File: config.mk
export PLATFORM = sky130hd
export DESIGN_NAME = qspi_mem_ctrl
export DESIGN_NICKNAME = d
export VERILOG_FILES = /design/src/rtl/qspi_mem_ctrl.sv
export SDC_FILE = /design/constraint.sdc
export NUM_CORES = 1
export LEC_CHECK = 0
export ABC_AREA = 1
export CORE_AREA = 2 2 139 100
export DETAILED_ROUTE_END_ITERATION = 10
export DIE_AREA = 0 0 141 102
export GPL_ROUTABILITY_DRIVEN = 0
export GPL_TIMING_DRIVEN = 0
export PLACE_DENSITY = 0.78
export SLEW_MARGIN = 20
export SYNTH_ARGS = -nofsm -noshare
export SYNTH_HDL_FRONTEND = slang
export SYNTH_SLANG_ARGS = --single-unit
File: constraint.sdc
create_clock -name clk -period 5.3 [get_ports clk]
set_clock_uncertainty 0.1 [all_clocks]
set_input_delay 1.06 -clock clk [delete_from_list [all_inputs] [get_ports clk]]
set_output_delay 1.06 -clock clk [all_outputs]
set_load 0.05 [all_outputs]
File: src/rtl/qspi_mem_ctrl.sv
// Quad-SPI word read/write controller for the shared RAM/ROM bus; sclk = clk/2, outputs registered.
// Request accepted in IDLE only; busy covers accept through ack, ROM writes complete without bus activity.
module qspi_mem_ctrl #(
  parameter int         DUMMY  = 4,
  parameter logic [7:0] RD_CMD = 8'hEB,
  parameter logic [7:0] WR_CMD = 8'h38
) (
  input  logic        clk,
  input  logic        reset,
  input  logic        req,
  input  logic        we,
  input  logic        rom_sel,
  input  logic [23:0] addr,
  input  logic [31:0] wdata,
  output logic [31:0] rdata,
  output logic        ack,
  output logic        busy,
  output logic        ram_csb,
  output logic        rom_csb,
  output logic        sclk,
  output logic [3:0]  io_out,
  output logic [3:0]  io_oe,
  input  logic [3:0]  io_in
);

  typedef enum logic [2:0] {S_IDLE, S_CMD, S_ADDR, S_DUMMY, S_DATA, S_DONE} state_t;

  localparam logic [3:0] DUMMY_LAST = 4'(DUMMY - 1);

  state_t      state_q, state_d;
  logic [3:0]  cnt_q, cnt_d;
  logic        we_q, we_d;
  logic [7:0]  cmd_q, cmd_d;
  logic [23:0] addr_q, addr_d;
  logic [31:0] wd_q, wd_d;
  logic [27:0] rsh_q, rsh_d;
  logic [31:0] rdata_q, rdata_d;
  logic        ack_q, ack_d;
  logic        busy_q, busy_d;
  logic        ram_csb_q, ram_csb_d;
  logic        rom_csb_q, rom_csb_d;
  logic        sclk_q, sclk_d;
  logic [3:0]  io_out_q, io_out_d;
  logic [3:0]  io_oe_q, io_oe_d;
  logic [7:0]  cmd_byte;
  logic        go_data, go_done;

  assign cmd_byte = we ? WR_CMD : RD_CMD;

  always_comb begin
    state_d   = state_q;
    cnt_d     = cnt_q;
    we_d      = we_q;
    cmd_d     = cmd_q;
    addr_d    = addr_q;
    wd_d      = wd_q;
    rsh_d     = rsh_q;
    rdata_d   = rdata_q;
    ack_d     = 1'b0;
    busy_d    = busy_q;
    ram_csb_d = ram_csb_q;
    rom_csb_d = rom_csb_q;
    sclk_d    = sclk_q;
    io_out_d  = io_out_q;
    io_oe_d   = io_oe_q;
    go_data   = 1'b0;
    go_done   = 1'b0;

    case (state_q)
      S_IDLE: begin
        if (req) begin
          we_d   = we;
          addr_d = addr;
          wd_d   = wdata;
          busy_d = 1'b1;
          cnt_d  = '0;
          if (we && rom_sel) begin
            state_d = S_DONE;
            ack_d   = 1'b1;
          end else begin
            state_d   = S_CMD;
            ram_csb_d = rom_sel;
            rom_csb_d = ~rom_sel;
            io_out_d  = {3'b000, cmd_byte[7]};
            cmd_d     = {cmd_byte[6:0], 1'b0};
            io_oe_d   = 4'b0001;
          end
        end
      end
      S_DONE: begin
        state_d = S_IDLE;
        busy_d  = 1'b0;
      end
      default: begin
        if (!sclk_q) begin
          sclk_d = 1'b1;
        end else begin
          // End of the high phase: advance to the next sclk period.
          sclk_d = 1'b0;
          cnt_d  = cnt_q + 4'd1;
          case (state_q)
            S_CMD: begin
              if (cnt_q == 4'd7) begin
                state_d  = S_ADDR;
                cnt_d    = '0;
                io_out_d = addr_q[23:20];
                addr_d   = {addr_q[19:0], 4'h0};
                io_oe_d  = 4'hF;
              end else begin
                io_out_d = {3'b000, cmd_q[7]};
                cmd_d    = {cmd_q[6:0], 1'b0};
              end
            end
            S_ADDR: begin
              if (cnt_q == 4'd5) begin
                if (!we_q && DUMMY != 0) begin
                  state_d  = S_DUMMY;
                  cnt_d    = '0;
                  io_out_d = 4'h0;
                  io_oe_d  = 4'h0;
                end else begin
                  go_data = 1'b1;
                end
              end else begin
                io_out_d = addr_q[23:20];
                addr_d   = {addr_q[19:0], 4'h0};
              end
            end
            S_DUMMY: begin
              if (cnt_q == DUMMY_LAST) go_data = 1'b1;
            end
            S_DATA: begin
              if (!we_q) rsh_d = {rsh_q[23:0], io_in};
              if (cnt_q == 4'd7) begin
                go_done = 1'b1;
              end else if (we_q) begin
                io_out_d = wd_q[31:28];
                wd_d     = {wd_q[27:0], 4'h0};
              end
            end
            default: ;
          endcase
        end
      end
    endcase

    if (go_data) begin
      state_d = S_DATA;
      cnt_d   = '0;
      if (we_q) begin
        io_out_d = wd_q[31:28];
        wd_d     = {wd_q[27:0], 4'h0};
        io_oe_d  = 4'hF;
      end else begin
        io_out_d = 4'h0;
        io_oe_d  = 4'h0;
      end
    end

    if (go_done) begin
      state_d   = S_DONE;
      ram_csb_d = 1'b1;
      rom_csb_d = 1'b1;
      io_out_d  = 4'h0;
      io_oe_d   = 4'h0;
      ack_d     = 1'b1;
      if (!we_q) rdata_d = {rsh_q[27:0], io_in};
    end
  end

  always_ff @(posedge clk or posedge reset) begin
    if (reset) begin
      state_q   <= S_IDLE;
      cnt_q     <= '0;
      we_q      <= 1'b0;
      cmd_q     <= '0;
      addr_q    <= '0;
      wd_q      <= '0;
      rsh_q     <= '0;
      rdata_q   <= '0;
      ack_q     <= 1'b0;
      busy_q    <= 1'b0;
      ram_csb_q <= 1'b1;
      rom_csb_q <= 1'b1;
      sclk_q    <= 1'b0;
      io_out_q  <= '0;
      io_oe_q   <= '0;
    end else begin
      state_q   <= state_d;
      cnt_q     <= cnt_d;
      we_q      <= we_d;
      cmd_q     <= cmd_d;
      addr_q    <= addr_d;
      wd_q      <= wd_d;
      rsh_q     <= rsh_d;
      rdata_q   <= rdata_d;
      ack_q     <= ack_d;
      busy_q    <= busy_d;
      ram_csb_q <= ram_csb_d;
      rom_csb_q <= rom_csb_d;
      sclk_q    <= sclk_d;
      io_out_q  <= io_out_d;
      io_oe_q   <= io_oe_d;
    end
  end

  assign rdata   = rdata_q;
  assign ack     = ack_q;
  assign busy    = busy_q;
  assign ram_csb = ram_csb_q;
  assign rom_csb = rom_csb_q;
  assign sclk    = sclk_q;
  assign io_out  = io_out_q;
  assign io_oe   = io_oe_q;

endmodule

### Word-level counts from Yosys, hierarchy flattened

Cells that the tools add are included.

* reduce and logical (&&, ||, !) cells: 26
* mux-type cells: 87
* add/sub/neg operators: 1
* bitwise gates (word level): 4
* eq/ne operators: 28

Operator list (count)
* $mux 32: 7
* $mux 4: 25
* $mux 24: 4
* $pmux 24 s2: 2
* $pmux 32 s2: 1
* $mux 8: 6
* $pmux 4 s2: 5
* $mux 3: 8
* $ne 6x6->1 const B: 4
* $mux 1: 23
* $reduce_and 6->1: 3
* $pmux 8 s2: 1
* $reduce_and 8->1: 2
* $ne 5x5->1 const B: 3
* $ne 3x3->1 const B: 4
* $pmux 3 s2: 2
* $pmux 4 s3: 1
* $reduce_bool 6->1: 2
* $ne 5x4->1 const B: 2
* $reduce_bool 2->1: 5
* $reduce_bool 5->1: 2
* $eq 4x3->1 const B: 2
* $ne 2x2->1 const B: 4
* $ne 4x4->1 const B: 2
* other kinds (16): 26

* output and inout port bits: 45
* register bits after elaboration: 145
* word-level logic and storage cells: 161
* input port bits: 65

### Depth between registers and ports, before layout

Gate-level depths: netlist of the first run.

* depth in word-level cells: 7
* mapped depth: 11
* gate-level depth less buffers: 11

### Worst setup path before layout of the first run

Ideal clock, no wire load.

* kind: reg-to-output
* start point: register io_oe_q[2] (netlist: io_oe[2])
* end point: output port io_oe[2]
* stages on the path, launching flop included: 2
* data arrival time: 922 ps
* required time: 4140 ps
* path slack: 3218 ps
* buffers on the path: 1
* cell sequence: dfrtp_1 -> buf_4

RTL lines
* start: declaration: RTL line 44 `logic [3:0] io_oe_q, io_oe_d;`
* start signal: assignment: RTL line 203 `io_oe_q <= io_oe_d;`
* end: declaration: RTL line 22 `output logic [3:0] io_oe,`

No word-level cell between the ends.

### Final worst setup path of the first run

* start point: register sclk_q (netlist: sclk)
* end point: output port sclk

RTL lines
* start: declaration: RTL line 42 `logic sclk_q, sclk_d;`
* start signal: assignment: RTL line 201 `sclk_q <= sclk_d;`
* end: declaration: RTL line 20 `output logic sclk,`

No word-level cell between the ends.

==> impl_metrics.env, run 1 <==
export IMPL_setup_tns_ns=0
export IMPL_initial_core_util_pct=52.4
export IMPL_hold_viol_final=0
export IMPL_diodes=0
export IMPL_rr_worst_depth=11
export IMPL_fmaxAchievable_mhz=337
export IMPL_layout_common_cells="nand2_1, dfrtp_1, clkdlybuf4s50_1"
export IMPL_pwr_share_comb_pct=41.0
export IMPL_final_layout_size_suffix_gt1_share_pct=9.38
export IMPL_io_buffers=109
export IMPL_report_power_total_mw=4.57
export IMPL_cp_buffers_inverters=1
export IMPL_vdd_ir_drop_max_mv=0.322
export IMPL_area_delta_synth_final_pct=27.4
export IMPL_worstReg2RegEnd="rsh_q[21]"
export IMPL_cp_required_ns=4.14
export IMPL_synthArstFlopShare_pct=100
export IMPL_die_y_um=102
export IMPL_cts_resized=0
export IMPL_synth_seq_area_share_pct=52.1
export IMPL_io_pins=110
export IMPL_cts_hold_buf=0
export IMPL_rsz0062_at_grt="false"
export IMPL_syn_area_um2=6820
export IMPL_outcome="finished, final reports clean"
export IMPL_grt_ovfl_total=0
export IMPL_worstMarginPinSlew_ns=0.569
export IMPL_drt_initial_drc_count=561
export IMPL_min_period_ns=2.97
export IMPL_clock_latency_ns=0.42
export IMPL_root_buffer="clkbuf_16"
export IMPL_dp_hpwl_um=11800
export IMPL_end_kind="output pin"
export IMPL_p_clk_share_pct=23.7
export IMPL_grt_max_degree=80
export IMPL_routed_wl_um=17200
export IMPL_avgSynthCellArea_um2=8.03
export IMPL_h_tree_depth=4
export IMPL_via_count=6162
export IMPL_synth_edf_count=0
export IMPL_clock_sinks=142
export IMPL_ys_warn_count=0
export IMPL_rrSetupSlack_ns=3.17
export IMPL_cts_buffer_depth=2
export IMPL_register_area_um2=3560
export IMPL_synthesis_nets=917
export IMPL_hp_start="io_out[2]"
export IMPL_pre_cts_ws_ns=2.49
export IMPL_path_max_fanout=7
export IMPL_p_int_mw=2.68
export IMPL_drc=0
export IMPL_synth_cell_types=35
export IMPL_vias_per_cell=5.32
export IMPL_final_max_slew_viol_count=0
export IMPL_layout_setup_ws_ns=2.33
export IMPL_whs_ns=0.385
export IMPL_grt_pass1_wl_um=28400
export IMPL_powerDensity_nw_per_um2=527
export IMPL_critPathTopFamily="buffers and inverters"
export IMPL_finalSetupViolCount=0
export IMPL_die_x_um=141
export IMPL_synthCells=850
export IMPL_hold_depth=2
export IMPL_critPathArrivalTime_ns=1.81
export IMPL_seq_power_share_pct=35.3
export IMPL_path_clk_slew_ns=0.06
export IMPL_critical_path_max_stage_delay_ns=0.87
export IMPL_core_um2=13000
export IMPL_dieArea_um2=14400
export IMPL_synth_seq_cells=142
export IMPL_grt_use_total_pct=25.1
export IMPL_num_rows=35
export IMPL_antenna_found_initial=0
export IMPL_cts_tree="built"
export IMPL_hold_class="flop to flop"
export IMPL_fill_cells=1082
export IMPL_crit_path_cell_trace="clkdlybuf4s50_1"
export IMPL_period_share_pct=56.0
export IMPL_netSwitchingPower_mw=1.89
export IMPL_first_pass_iters=5
export IMPL_multiInputGateArea_um2=2700
export IMPL_final_common_cell="nand2_1"
export IMPL_cts_setup_buffers=0
export IMPL_p_sw_share_pct=41.4
export IMPL_cp_start_kind="flop"
export IMPL_critPathSlowestCell="clkdlybuf4s50_1"
export IMPL_drtAntennaViolNets=0
export IMPL_wl_per_cell_um=14.8
export IMPL_hold_path_endpoint="io_out[2]"
export IMPL_p_leak_nw=4.18
export IMPL_relSlewSlack_pct=61.9
export IMPL_nets=1046
export IMPL_cap_violations=0
export IMPL_r2r_start="state_q[0]"
export IMPL_grt_pass1_vias=5797
export IMPL_numCtsBuffers=17
export IMPL_synthFlopType="dfrtp_1"
export IMPL_path_class="flop to output pin"
cells in the mapped netlist, types with 2 or more instances:
master,instances,area (um^2)
dfstp_2,2,52.6
nand4_1,8,50.1
buf_4,9,67.6
o21ai_0,90,450
clkinv_2,2,10.0
nand2_2,4,25.0
inv_1,71,267
xor2_1,2,17.5
a21oi_1,7,35.0
dfrtp_1,140,3500
buf_2,16,80.1
ha_1,2,25.0
o21ai_1,8,40.0
mux2_2,4,45.0
nor2_1,30,113
inv_2,6,22.5
nand3_1,99,495
a21oi_2,2,17.5
nand2_1,290,1090
clkbuf_1,16,60.1
nor3_2,2,20.0
nand2_4,2,22.5
nand3_2,2,20.0
nor3_1,2,10.0
buf_6,5,56.3
a22oi_1,2,15.0
o211ai_1,19,143
sequential cells by signal (all words and copies together) (netlist names):
register,count
io_oe,2
busy,1
rdata,32
rom_csb,1
cmd_q,7
ram_csb,1
state_q,3
rsh_q,28
we_q,1
io_out,4
ack,1
addr_q,24
wd_q,32
sclk,1
cnt_q,4
cells by family after synthesis:
logic type | count (synthesis) | share of synthesized area [%]
buffers and inverters | 125 | 8.25
multiplexers | 5 | 0.807
flip-flops | 142 | 52.1
XOR/XNOR | 2 | 0.257
AO/OA/AOI/OAI | 132 | 10.7
AND/OR/NAND/NOR | 442 | 27.5
adder cells (fa/ha/maj) | 2 | 0.367
cell type report:
cell class	instances	area share (%)
Timing Repair Buffer	110	12.9
Clock buffer	19	5.10
Clock inverter	13	1.04
Inverter	79	3.53
Buffer	46	3.04
Tap cell	166	2.39
Multi-Input combinational cell	583	31.1
Sequential cell	142	40.9
worst max path at each step:
stage | startpoint | endpoint | depth (start not counted)
floorplan | reset | ack | 1
global placement | reset | wd_q[12] | 2
detailed placement | req | addr_q[5] | 8
CTS | sclk | sclk | 1
global route | sclk | sclk | 1
finish | sclk | sclk | 1
power by group through the flow:
stage / Clock (mW) / Combinational, mW / Sequential, mW
floorplan: 0 / 1.28 / 1.69
global placement: 0 / 1.80 / 1.62
detailed placement: 0 / 1.85 / 1.62
CTS: 1.10 / 1.86 / 1.61
global route: 1.15 / 2.12 / 1.65
finish: 1.08 / 1.88 / 1.61
stage by stage:
| step | instances | utilization (%) | area [um^2] |
|---|---|---|---|
| 2_1_floorplan | 850 | - | 6820 |
| 3_3_place_gp | 1125 | 62.4 | 8120 |
| 3_5_place_dp | 1126 | 62.7 | 8160 |
| 4_1_cts | 1158 | 66.8 | 8690 |
| 5_1_grt | 1158 | 66.8 | 8690 |
| 6_report | 1158 | 66.8 | 8690 |
routing by layer:
layer | vias up | share of wire (%) | track usage, %
li1 | 3009 | - | -
met1 | 2900 | 48 | 37.0
met2 | 229 | 44 | 37.5
met3 | 24 | 7.1 | 5.20
met4 | 0 | 1.6 | 8.08
met5 | - | 0 | 0
No activity file was read; power rests on OpenSTA's default activity.
==> run 2: changes to the inputs <==
--- a/config.mk
+++ b/config.mk
@@ -6,12 +6,12 @@
 export NUM_CORES = 1
 export LEC_CHECK = 0
 export ABC_AREA = 1
-export CORE_AREA = 2 2 139 100
+export CORE_AREA = 2 2 145 104
 export DETAILED_ROUTE_END_ITERATION = 10
-export DIE_AREA = 0 0 141 102
+export DIE_AREA = 0 0 147 106
 export GPL_ROUTABILITY_DRIVEN = 0
 export GPL_TIMING_DRIVEN = 0
-export PLACE_DENSITY = 0.78
+export PLACE_DENSITY = 0.76
 export SLEW_MARGIN = 20
 export SYNTH_ARGS = -nofsm -noshare
 export SYNTH_HDL_FRONTEND = slang
==> constraint.sdc (replaced) <==
create_clock -name clk -period 2.4 [get_ports clk]
set_clock_uncertainty 0.1 [all_clocks]
set_input_delay 0.48 -clock clk [delete_from_list [all_inputs] [get_ports clk]]
set_output_delay 0.48 -clock clk [all_outputs]
set_load 0.05 [all_outputs]
==> impl_metrics.env, run 2 (synthesis results as in run 1) <==
export IMPL_core_um2=14400
export IMPL_drc=0
export IMPL_final_common_cell="nand2_1"
export IMPL_dp_hpwl_um=12400
export IMPL_num_rows=37
export IMPL_numCtsBuffers=17
export IMPL_multiInputGateArea_um2=2700
export IMPL_worstMarginPinSlew_ns=0.559
export IMPL_via_count=6188
export IMPL_hold_class="input port to asynchronous set/reset pin"
export IMPL_wl_per_cell_um=14.8
export IMPL_end_kind="output pin"
export IMPL_path_clk_slew_ns=0.07
export IMPL_first_pass_iters=7
export IMPL_grt_ovfl_total=0
export IMPL_cp_required_ns=1.82
export IMPL_layout_setup_ws_ns=0.0271
export IMPL_grt_max_degree=34
export IMPL_period_share_pct=98.9
export IMPL_design_area_um2=8850
export IMPL_vdd_ir_drop_max_mv=0.569
export IMPL_cap_violations=0
export IMPL_routed_wl_um=17600
export IMPL_fill_cells=1233
export IMPL_p_leak_nw=4.25
export IMPL_min_period_ns=2.37
export IMPL_crit_path_cell_trace="clkdlybuf4s50_1"
export IMPL_io_buffers=109
export IMPL_clock_latency_ns=0.43
export IMPL_diodes=0
export IMPL_cp_start_kind="flop"
export IMPL_cp_buffers_inverters=1
export IMPL_cts_hold_buf=0
export IMPL_outcome="finished, final reports clean"
export IMPL_root_buffer="clkbuf_16"
export IMPL_relSlewSlack_pct=62.6
export IMPL_postPlaceCellArea_um2=8240
export IMPL_layout_common_cells="nand2_1, dfrtp_1, clkdlybuf4s50_1"
export IMPL_grt_pass1_vias=5876
export IMPL_antenna_found_initial=0
export IMPL_critical_path_max_stage_delay_ns=0.83
export IMPL_critPathSlowestCell="clkdlybuf4s50_1"
export IMPL_area_delta_synth_final_pct=29.8
export IMPL_nets=1049
export IMPL_dieArea_um2=15600
export IMPL_pre_cts_ws_ns=0.160
export IMPL_hold_viol_final=0
export IMPL_drt_initial_drc_count=602
export IMPL_critPathArrivalTime_ns=1.79
export IMPL_die_x_um=147
export IMPL_initial_core_util_pct=47.5
export IMPL_register_area_um2=3560
export IMPL_powerDensity_nw_per_um2=1180
export IMPL_path_max_fanout=2
export IMPL_die_y_um=106
export IMPL_clock_sinks=142
export IMPL_critPathTopFamily="buffers and inverters"
export IMPL_drtAntennaViolNets=0
export IMPL_cts_buffer_depth=2
export IMPL_h_tree_depth=4
export IMPL_rsz0062_at_grt="false"
export IMPL_io_pins=110
export IMPL_finalSetupViolCount=0
export IMPL_final_max_slew_viol_count=0
export IMPL_grt_pass1_wl_um=28900
export IMPL_final_layout_size_suffix_gt1_share_pct=9.75
export IMPL_fmaxAchievable_mhz=421
export IMPL_path_class="flop to output pin"
export IMPL_grt_use_total_pct=23.5
export IMPL_vias_per_cell=5.20
export IMPL_cts_tree="built"
[run 2: changes by cell type in the layout (fill, tap and decap cells not counted), moves of 3 or more]
| cell | before | now |
|---|---|---|
| buf_12 | 0 | 4 |
| inv_6 | 3 | 6 |
| clkinv_2 | 7 | 2 |
| clkinvlp_4 | 4 | 1 |
[run 2: layout make-up]
class | instances | share of cell area (%)
flip-flops and latches | 142 | 40.2
clock inverters | 14 | 1.95
repair buffers | 113 | 13.3
clock buffers | 18 | 4.96
well taps | 195 | 2.76
plain buffers | 46 | 2.98
multi-input cells | 583 | 30.5
inverters | 79 | 3.42
[run 2: per-stage QoR]
stage	total power, mW	std cells	TNS, ns	util [%]	hold WS [ns]
global route	11.2	1190	0	61.7	0.385
floorplan	6.56	850	0	-	0.349
CTS	10.5	1190	0	61.7	0.352
detailed placement	7.70	1158	0	57.4	0.366
finish	10.5	1190	0	61.7	0.343
global placement	7.54	1154	-170.33	56.9	0.363
[run 2: power by group]
group	internal, mW	switching, mW
combinational	1.46	2.70
sequential	3.12	0.456
clock	1.60	1.13
total	6.18	4.28
[run 2: worst paths after layout]
| path | start | endpoint | slack (ns) | cells after the start |
|---|---|---|---|---|
| worst max-delay path | rom_csb | rom_csb | 0.03 | 1 |
| worst min-delay path | reset | rsh_q[6] | 0.34 | 2 |
| worst max register to register | cnt_q[0] | rdata[30] | 0.32 | 6 |
| worst min register to register | cmd_q[5] | cmd_q[5] | 0.38 | 2 |
| max in group asynchronous | reset | rom_csb | 1.00 | 4 |
| min in group clk | cmd_q[5] | cmd_q[5] | 0.38 | 2 |
[run 2: what timing repair did]
action	4_1_cts	5_1_grt
endpoints found under the setup margin	0	1
setup buffers	0	0
gates resized for setup	0	1
[run 2: metal layers]
metal | wire length (um) | up-vias | global-route usage [%]
li1 | - | 3018 | -
met1 | 7930 | 2919 | 32.8
met2 | 8010 | 224 | 35.9
met3 | 1390 | 27 | 6.61
met4 | 250 | 0 | 7.01
met5 | 0 | - | 0
==> run 3: changes to the inputs <==
--- a/config.mk
+++ b/config.mk
@@ -5,13 +5,11 @@
 export SDC_FILE = /design/constraint.sdc
 export NUM_CORES = 1
 export LEC_CHECK = 0
-export ABC_AREA = 1
-export CORE_AREA = 2 2 145 104
+export CORE_AREA = 2 2 166 119
 export DETAILED_ROUTE_END_ITERATION = 10
-export DIE_AREA = 0 0 147 106
+export DIE_AREA = 0 0 168 121
 export GPL_ROUTABILITY_DRIVEN = 0
 export GPL_TIMING_DRIVEN = 0
-export PLACE_DENSITY = 0.76
 export SLEW_MARGIN = 20
 export SYNTH_ARGS = -nofsm -noshare
 export SYNTH_HDL_FRONTEND = slang
==> constraint.sdc (replaced) <==
create_clock -name clk -period 3 [get_ports clk]
set_clock_uncertainty 0.1 [all_clocks]
set_input_delay 0.6 -clock clk [delete_from_list [all_inputs] [get_ports clk]]
set_output_delay 0.6 -clock clk [all_outputs]
set_load 0.05 [all_outputs]
==> impl_metrics.env, run 3 <==
export IMPL_final_common_cell="dfrtp_1"
export IMPL_pwr_share_comb_pct=35.4
export IMPL_synthArstFlopShare_pct=100
export IMPL_area_delta_synth_final_pct=32.3
export IMPL_path_clk_slew_ns=0.06
export IMPL_die_y_um=121
export IMPL_hp_start="cmd_q[6]"
export IMPL_dieArea_um2=20300
export IMPL_io_buffers=109
export IMPL_met2_length_um=7200
export IMPL_worstReg2RegEnd="addr_q[5]"
export IMPL_clock_sinks=142
export IMPL_multiInputGateArea_um2=2610
export IMPL_ys_top_cells_by_area="dfrtp_1, mux2_2, o2bb2ai_1, a22oi_1, mux2i_1"
export IMPL_wl_per_cell_um=17.3
export IMPL_layout_setup_ws_ns=0.400
export IMPL_worstMarginPinSlew_ns=0.757
export IMPL_cp_start_kind="input port"
export IMPL_cap_violations=0
export IMPL_cts_setup_buffers=0
export IMPL_cts_buffer_depth=2
export IMPL_netSwitchingPower_mw=2.70
export IMPL_rr_worst_depth=6
export IMPL_cts_resized=0
export IMPL_cts_hold_buf=0
export IMPL_grt_pass1_vias=4840
export IMPL_rrSetupSlack_ns=0.56
export IMPL_postPlaceCellArea_um2=7940
export IMPL_relSlewSlack_pct=49.4
export IMPL_synthAdderAreaFrac_pct=0.387
export IMPL_powerDensity_nw_per_um2=890
export IMPL_design_area_um2=8550
export IMPL_root_buffer="clkbuf_16"
export IMPL_via_count=4862
export IMPL_synth_cell_types=60
export IMPL_grt_use_total_pct=16.1
export IMPL_final_max_slew_viol_count=0
export IMPL_synth_mux_area_share_pct=14.2
export IMPL_synth_compound_area_share_pct=16.8
export IMPL_layout_common_cells="dfrtp_1, clkdlybuf4s50_1, mux2_2"
export IMPL_path_max_fanout=10
export IMPL_grt_pass1_wl_um=25500
export IMPL_synth_seq_cells=142
export IMPL_h_tree_depth=4
export IMPL_hold_class="flop to flop"
export IMPL_pre_cts_ws_ns=0.0279
export IMPL_synth_edf_count=0
export IMPL_yosysMostFrequentCell="dfrtp_1"
export IMPL_hold_depth=2
export IMPL_diodes=0
export IMPL_drc=0
export IMPL_setup_tns_ns=0
export IMPL_vias_per_cell=5.24
export IMPL_period_share_pct=86.7
export IMPL_register_area_um2=3560
export IMPL_finalSetupViolCount=0
export IMPL_vdd_ir_drop_max_mv=0.397
export IMPL_grt_max_degree=34
export IMPL_synthFlopType="dfrtp_1"
export IMPL_routed_wl_um=16000
export IMPL_ys_warn_count=0
export IMPL_dp_hpwl_um=11900
export IMPL_syn_area_um2=6460
export IMPL_nets=741
export IMPL_antenna_found_initial=0
export IMPL_p_int_mw=4.91
export IMPL_p_sw_share_pct=35.4
export IMPL_synth_commonest_cells="dfrtp_1, mux2_2, nand2_1"
export IMPL_dr_wl_met3_um=962
export IMPL_grt_ovfl_total=0
export IMPL_core_um2=18700
export IMPL_hold_path_endpoint="cmd_q[6]"
export IMPL_top_layer="met4"
export IMPL_cts_tree="built"
export IMPL_m1WireLength_um=7630
export IMPL_synthesis_nets=609
export IMPL_synth_top_area_share_pct=54.2
export IMPL_synth_top_cell_by_area="dfrtp_1"
export IMPL_synth_seq_area_share_pct=55.0
export IMPL_synthSimpleGateAreaFrac_pct=8.79
export IMPL_io_pins=110
export IMPL_num_rows=42
export IMPL_numCtsBuffers=17
export IMPL_initial_core_util_pct=34.6
export IMPL_synthCells=542
export IMPL_avgSynthCellArea_um2=11.9
export IMPL_rsz0062_at_grt="false"
export IMPL_end_kind="flop"
export IMPL_synth_xor_xnor_area_share_pct=0.136
export IMPL_path_class="input port to flop"
export IMPL_critPathArrivalTime_ns=2.78
export IMPL_hold_viol_final=0
export IMPL_synth_top_family_by_area="compound AO/OA/AOI/OAI gates"
export IMPL_final_layout_size_suffix_gt1_share_pct=21.8
export IMPL_outcome="finished, final reports clean"
export IMPL_cp_required_ns=3.17
export IMPL_min_period_ns=2.60
export IMPL_drt_initial_drc_count=399
export IMPL_p_clk_share_pct=28.3
export IMPL_fill_cells=1675
export IMPL_p_leak_nw=3.82
export IMPL_seq_power_share_pct=36.3
export IMPL_drtAntennaViolNets=0
export IMPL_fmaxAchievable_mhz=385
export IMPL_first_pass_iters=6
export IMPL_die_x_um=168
export IMPL_r2r_start="cnt_q[0]"
export IMPL_clock_latency_ns=0.41
[run 3: worst max-delay path: stages]
cell and delay (ns):
clkdlybuf4s50_1 0.66, or3b_1 0.46, a21oi_1 0.21, o221ai_1 0.26, buf_2 0.28, buf_6 0.16, nand2_1 0.06, o21ai_0 0.09
[run 3: area by class of cell]
class                           instances  area share (%)
Sequential cell                       142            41.6
Multi-Input combinational cell        353            30.5
Timing Repair Buffer                  113            13.7
Clock buffer                           21            5.51
Tap cell                              242            3.54
Buffer                                 41            3.21
Clock inverter                          9            1.60
Inverter                                6           0.307
[run 3: metal layers]
layer	up-vias	track usage [%]
met4	0	4.57
met3	14	4.44
met2	172	24.2
li1	2260	-
met5	-	0
met1	2416	22.9
[run 3: power groups by stage]
stage / registers [mW] / logic, mW / clock network [mW]
2_1_floorplan: 2.88 / 1.77 / 0
3_3_place_gp: 2.77 / 2.57 / 0
3_5_place_dp: 2.79 / 2.67 / 0
4_1_cts: 2.76 / 2.68 / 2.19
5_1_grt: 2.82 / 2.93 / 2.28
6_report: 2.76 / 2.69 / 2.15
[run 3: worst max-delay path by stage]
| stage | start | to | slack (ns) | cells past startpoint |
|---|---|---|---|---|
| 2_1_floorplan | reset | ack | 0.52 | 1 |
| 3_3_place_gp | reset | addr_q[14] | -0.70 | 2 |
| 3_5_place_dp | req | addr_q[18] | 0.03 | 8 |
| 4_1_cts | req | addr_q[18] | 0.46 | 8 |
| 5_1_grt | req | addr_q[6] | 0.29 | 8 |
| 6_report | req | addr_q[18] | 0.40 | 8 |
[run 3: cells by family (layout without fill, tap and decap cells)]
family | count (synthesis) | in the layout
buffers and inverters | 47 | 190
XOR/XNOR | 1 | 1
flip-flops | 142 | 142
adder cells (fa/ha/maj) | 2 | 2
AO/OA/AOI/OAI | 156 | 156
AND/OR/NAND/NOR | 110 | 110
multiplexers | 84 | 84
[run 3: stage by stage]
| step | total power [mW] | utilization, % | std cells | hold WS, ns |
|---|---|---|---|---|
| after floorplan | 4.65 | - | 542 | 0.344 |
| after global placement | 5.34 | 42.1 | 893 | 0.360 |
| after detailed placement | 5.46 | 42.6 | 897 | 0.367 |
| after CTS | 7.64 | 45.8 | 927 | 0.379 |
| after global routing | 8.04 | 45.8 | 927 | 0.396 |
| final | 7.61 | 45.8 | 927 | 0.378 |
